`src/rtl/step_sequencer_core.sv`:
```
// Step sequencer: advances a playhead over an on/off pattern on each Step
// pulse and emits per-track Trigger pulses and fixed-length Gates.
`timescale 1ns/1ps
module step_sequencer_core #(
  parameter  int NUM_STEPS   = 16,
  parameter  int NUM_TRACKS  = 4,
  parameter  int GATE_CYCLES = 2500000,
  localparam int IDX_W = $clog2(NUM_STEPS),
  localparam int TW    = (NUM_TRACKS > 1) ? $clog2(NUM_TRACKS) : 1,
  localparam int GW    = $clog2(GATE_CYCLES + 1)
) (
  input  logic                  Clock,
  input  logic                  nReset,
  input  logic                  nStart,
  input  logic                  nStop,
  input  logic                  Step,
  input  logic [IDX_W:0]        Length,
  input  logic                  WrEn,
  input  logic [TW-1:0]         WrTrack,
  input  logic [IDX_W-1:0]      WrStep,
  input  logic                  WrData,
  output logic [IDX_W-1:0]      StepIndex,
  output logic                  Playing,
  output logic [NUM_TRACKS-1:0] Trigger,
  output logic [NUM_TRACKS-1:0] Gate
);

  typedef enum logic [1:0] {
    S_IDLE,
    S_ARMED,
    S_PLAY
  } state_t;

  localparam logic [IDX_W:0] LEN_MAX   = (IDX_W + 1)'(NUM_STEPS);
  localparam logic [TW:0]    NT_L      = (TW + 1)'(NUM_TRACKS);
  localparam logic [GW-1:0]  GATE_LOAD = GW'(GATE_CYCLES);

  state_t                  r_state;
  logic [IDX_W-1:0]        r_idx;
  logic                    r_playing;
  logic [NUM_TRACKS-1:0]   r_trig;
  logic [GW-1:0]           r_cnt [NUM_TRACKS];
  logic [NUM_STEPS-1:0]    r_pat [NUM_TRACKS];

  logic [IDX_W:0]          w_len_eff;
  logic [IDX_W:0]          w_idx_inc;
  logic [IDX_W-1:0]        w_idx_next;
  logic [IDX_W-1:0]        w_fire_idx;
  logic                    w_adv;
  logic                    w_wr_ok;
  logic [NUM_TRACKS-1:0]   w_col;

  assign w_len_eff  = (Length == '0 || Length > LEN_MAX) ? LEN_MAX : Length;
  assign w_idx_inc  = {1'b0, r_idx} + 1'b1;
  assign w_idx_next = (w_idx_inc >= w_len_eff) ? '0 : w_idx_inc[IDX_W-1:0];
  // ARMED always plays step 0; PLAY moves to the wrapped successor
  assign w_fire_idx = (r_state == S_PLAY) ? w_idx_next : '0;
  assign w_adv      = Step && (r_state != S_IDLE);
  assign w_wr_ok    = WrEn && ({1'b0, WrTrack} < NT_L);

  always_comb begin
    w_col = '0;
    for (int t = 0; t < NUM_TRACKS; t++)
      w_col[t] = r_pat[t][w_fire_idx];
  end

  always_ff @(posedge Clock or negedge nReset) begin
    if (!nReset) begin
      r_state   <= S_IDLE;
      r_idx     <= '0;
      r_playing <= 1'b0;
      r_trig    <= '0;
      for (int t = 0; t < NUM_TRACKS; t++)
        r_cnt[t] <= '0;
    end else begin
      r_trig <= '0;
      for (int t = 0; t < NUM_TRACKS; t++)
        if (r_cnt[t] != '0)
          r_cnt[t] <= r_cnt[t] - GW'(1);
      if (!nStop) begin
        r_state   <= S_IDLE;
        r_playing <= 1'b0;
        for (int t = 0; t < NUM_TRACKS; t++)
          r_cnt[t] <= '0;
      end else if (!nStart) begin
        r_state   <= S_ARMED;
        r_playing <= 1'b0;
        r_idx     <= '0;
      end else if (w_adv) begin
        r_state   <= S_PLAY;
        r_playing <= 1'b1;
        r_idx     <= w_fire_idx;
        r_trig    <= w_col;
        // retrigger reloads, so a held gate never dips low
        for (int t = 0; t < NUM_TRACKS; t++)
          if (w_col[t])
            r_cnt[t] <= GATE_LOAD;
      end
    end
  end

  // Trigger reads the pre-write cell, so a same-cycle write lands next pass
  always_ff @(posedge Clock or negedge nReset) begin
    if (!nReset) begin
      for (int t = 0; t < NUM_TRACKS; t++)
        r_pat[t] <= '0;
    end else if (w_wr_ok) begin
      r_pat[WrTrack][WrStep] <= WrData;
    end
  end

  always_comb begin
    Gate = '0;
    for (int t = 0; t < NUM_TRACKS; t++)
      Gate[t] = (r_cnt[t] != '0);
  end

  assign StepIndex = r_idx;
  assign Playing   = r_playing;
  assign Trigger   = r_trig;

endmodule

```
`config.mk`:
```
export PLATFORM = sky130hd
export DESIGN_NAME = step_sequencer_core
export DESIGN_NICKNAME = d
export VERILOG_FILES = /design/src/rtl/step_sequencer_core.sv
export SDC_FILE = /design/constraint.sdc
export NUM_CORES = 1
export LEC_CHECK = 0
export BUFFER_PORTS_ARGS = -buffer_cell sky130_fd_sc_hd__buf_4
export CAP_MARGIN = 20
export CORE_ASPECT_RATIO = 0.5
export CORE_MARGIN = 8
export CORE_UTILIZATION = 28
export CTS_CLUSTER_SIZE = 12
export DETAILED_ROUTE_END_ITERATION = 16
export GPL_TIMING_DRIVEN = 1
export HOLD_SLACK_MARGIN = 0.08
export PLACE_DENSITY_LB_ADDON = 0.08
export SYNTH_ARGS = -nofsm -noshare
export SYNTH_HDL_FRONTEND = slang
export SYNTH_SLANG_ARGS = --single-unit
```
`constraint.sdc`:
```
create_clock -name Clock -period 8.05 [get_ports Clock]
set_input_delay 1.61 -clock Clock [delete_from_list [all_inputs] [get_ports Clock]]
set_output_delay 1.61 -clock Clock [all_outputs]
set_load 0.02 [all_outputs]
```
==> impl_metrics.csv <==
group,metric,value,unit
run_status,outcome,"finished, final reports clean",
cts,cts_hold_buf,0,
cts,cts_tree,"yes",
timing,max_freq,201.6,MHz
layout,syn2layout_area_growth,15.04,%
synth,synth-edff-count,0,
cts,post-cts-setup-buffers,0,
floorplan,rows,45,
routing,vias_per_cell,4.866,
routing,vias,6301,
synth,synth_area,0.008637,mm2
floorplan,die_h,140.2,um
synth,yosysUniqueCellTypes,65,
worst_setup_path,cp.arrival,5250,ps
synth,async_reset_ff_share,100.0,%
floorplan,die_area,0.03706,mm2
cts,clkSinkCount,162,
place,dpl_cell_area,0.009281,mm2
timing,finalCritPeriodShare,61.62,%
cts,cts_max_level,4,
grt,grt_pass1_vias,6493,
timing,final_hold_viol_count,0,
min_path,min_path_type,"flip-flop to flip-flop",
timing,worst_pin_slew,993.3,ps
grt,grt_max_degree,65,
routing,final_antenna_net_count,0,
layout,fin_nets,912,
cts,root_buffer,"clkbuf_16",
timing,slew_violations,0,
cts,cts_buffer_depth,2,
cts,clock_latency,440,ps
synth,synthCells,861,
synth,yosysTopAreaCell,"dfrtp_1",
layout,diodes,0,
worst_setup_path,crit_path_start_kind,"input port",
timing,slew_headroom,33.53,%
routing,drc,0,
cts,cts_resized,0,
floorplan,initial_core_util,28.46,%
place,port_buffers,30,
grt,grt_first_pass_wirelength,37070,um
place,place_hpwl,14870,um
layout,layout_commonest_cell,"dfrtp_1",
routing,routed_wl,22330,um
synth,synth_ff_type,"dfrtp_1",
synth,synth.yosys.warnings,0,
routing,routedWlPerCell,17.24,um
worst_setup_path,crit_fanout,14,
grt,antenna_found_initial,0,
layout,design_area,0.009936,mm2
routing,drtIter0Drc,357,
worst_setup_path,cp-end-kind,"flip-flop",
timing,fin_setup_tns,0,ps
job,maxCapViolations,0,
grt,grt_usage,12.48,%
synth,synth_top_cells_by_area,"dfrtp_1 47%, mux2_2 8.6%, xnor2_1 4.6%",
synth,synth_seq_area_share,46.94,%
timing,finClkSkew,10.87,ps
timing,finalCriticalPeriod,4961,ps
cts,cts_buffers,17,
synth,syn-num-nets,890,
worst_setup_path,cp.required,8340,ps
timing,grt_setup_unrepaired,"false",
floorplan,die_w,264.4,um
grt,overflow,0,
worst_setup_path,path_class,"input port to flip-flop",
timing,setup_viol,0,
place,gp_congestion,0.7386,
layout,layout_common_cells,"162 x dfrtp_1, 93 x nand2_1, 79 x nor2_1",
routing,first_pass_iters,4,
layout,final_layout_size_suffix_gt1_share,19.31,%
power_and_ir_drop,power_density,342.2,mW/mm2
power_and_ir_drop,peakVddDrop,0.1393,mV
power_and_ir_drop,power_leakage,4.315,nW
floorplan,pin_count,31,
synth,avgSynthCellArea,10.03,um2
synth,yosys.area.top_type_share,46.94,%
cts,clk_pin_slew,70,ps
synth,ys_ff_latch,162,
floorplan,core_area,0.03035,mm2
## layout make-up
| cell class | instances | area [um2] |
|---|---|---|
| clock buffer | 21 | 470.5 |
| clock inverter | 11 | 176.4 |
| fill | 3106 | 20410 |
| inverter | 22 | 82.58 |
| multi-input combinational | 641 | 4357 |
| sequential | 162 | 4054 |
| tap | 399 | 499.2 |
| timing repair buffer | 39 | 296.5 |
## stage by stage
stage	instances	utilization [%]	total power [mW]	setup slack, ps	hold slack [ps]
CTS	1294	32.71	3.452	3102	502.8
finish	1295	32.74	3.400	3089	501.9
global route	1295	32.74	3.685	2740	505.2
global placement	1262	30.58	2.518	2681	482.7
detailed placement	1262	30.58	2.524	2611	488.7
floorplan	861	-	2.216	3315	473.6
## report_power, final
group	switching (mW)	internal, mW
Clock	0.351	0.546
Combinational	0.704	0.590
Sequential	0.186	1.02
## logic make-up (layout without fill, tap and decap cells)
family,after synthesis,count (layout),synth area share [%]
flops,162,162,46.94
buf+inv,58,93,2.622
mux,84,84,11.85
simple gates,363,363,21.53
fa+ha+maj,11,11,1.593
compound gates,121,121,9.185
xor+xnor,62,62,6.287
## path summary, 6_finish.rpt
check / start / to / slack, ps / depth (start not counted)
min: r_pat[20] / r_pat[20] / 500 / 1
max: Length[0] / r_cnt[41] / 3090 / 12
max in group asynchronous: nReset / r_pat[43] / 5700 / 2
max reg2reg: StepIndex[0] / r_cnt[41] / 4010 / 12
min in group asynchronous: nReset / r_cnt[32] / 1150 / 1
min reg2reg: r_pat[20] / r_pat[20] / 500 / 1
## per-layer routing
layer	track usage (%)	share of wire, %	vias up
li1	-	-	3108
met2	18.31	43	64
met4	3.632	1.2	0
met5	0	0	-
met1	18.08	52	3109
met3	2.813	3.2	20
## cell usage after synthesis, types with 4 or more instances
cell type and count:
or2_2 11, xor2_1 17, a211oi_1 8, inv_1 20, nand3b_1 6, o21ai_0 44
nor3b_1 4, and3_1 15, ha_1 11, o211ai_1 4, or2_1 4, nand3_1 10
a21oi_1 19, clkbuf_1 29, nor2_1 79, nor4_1 18, nor3_1 54, mux2_2 66
a221oi_1 5, nand2b_1 16, nand2_1 93, o21ai_1 4, buf_2 6, or4_1 16
dfrtp_1 162, mux4_2 8, mux2i_1 10, or3_1 11, nor2b_1 4, o31ai_1 7
xnor2_1 45, or4_4 4
## critical path, stage by stage
cell and delay (ps):
buf_4 110, or4_1 510, ha_1 320, nand2b_1 160, ha_1 300, a21o_1 170, a31oi_1 330, o21a_1 480
a32oi_1 170, o21ai_0 290, o31a_1 670, nor3_1 110
## registers in the layout, summed over array words and instances (netlist names)
register and cells:
StepIndex 4, Trigger 4, r_cnt 88, r_pat 64, r_state 2
No activity file was read; power rests on OpenSTA's default activity.
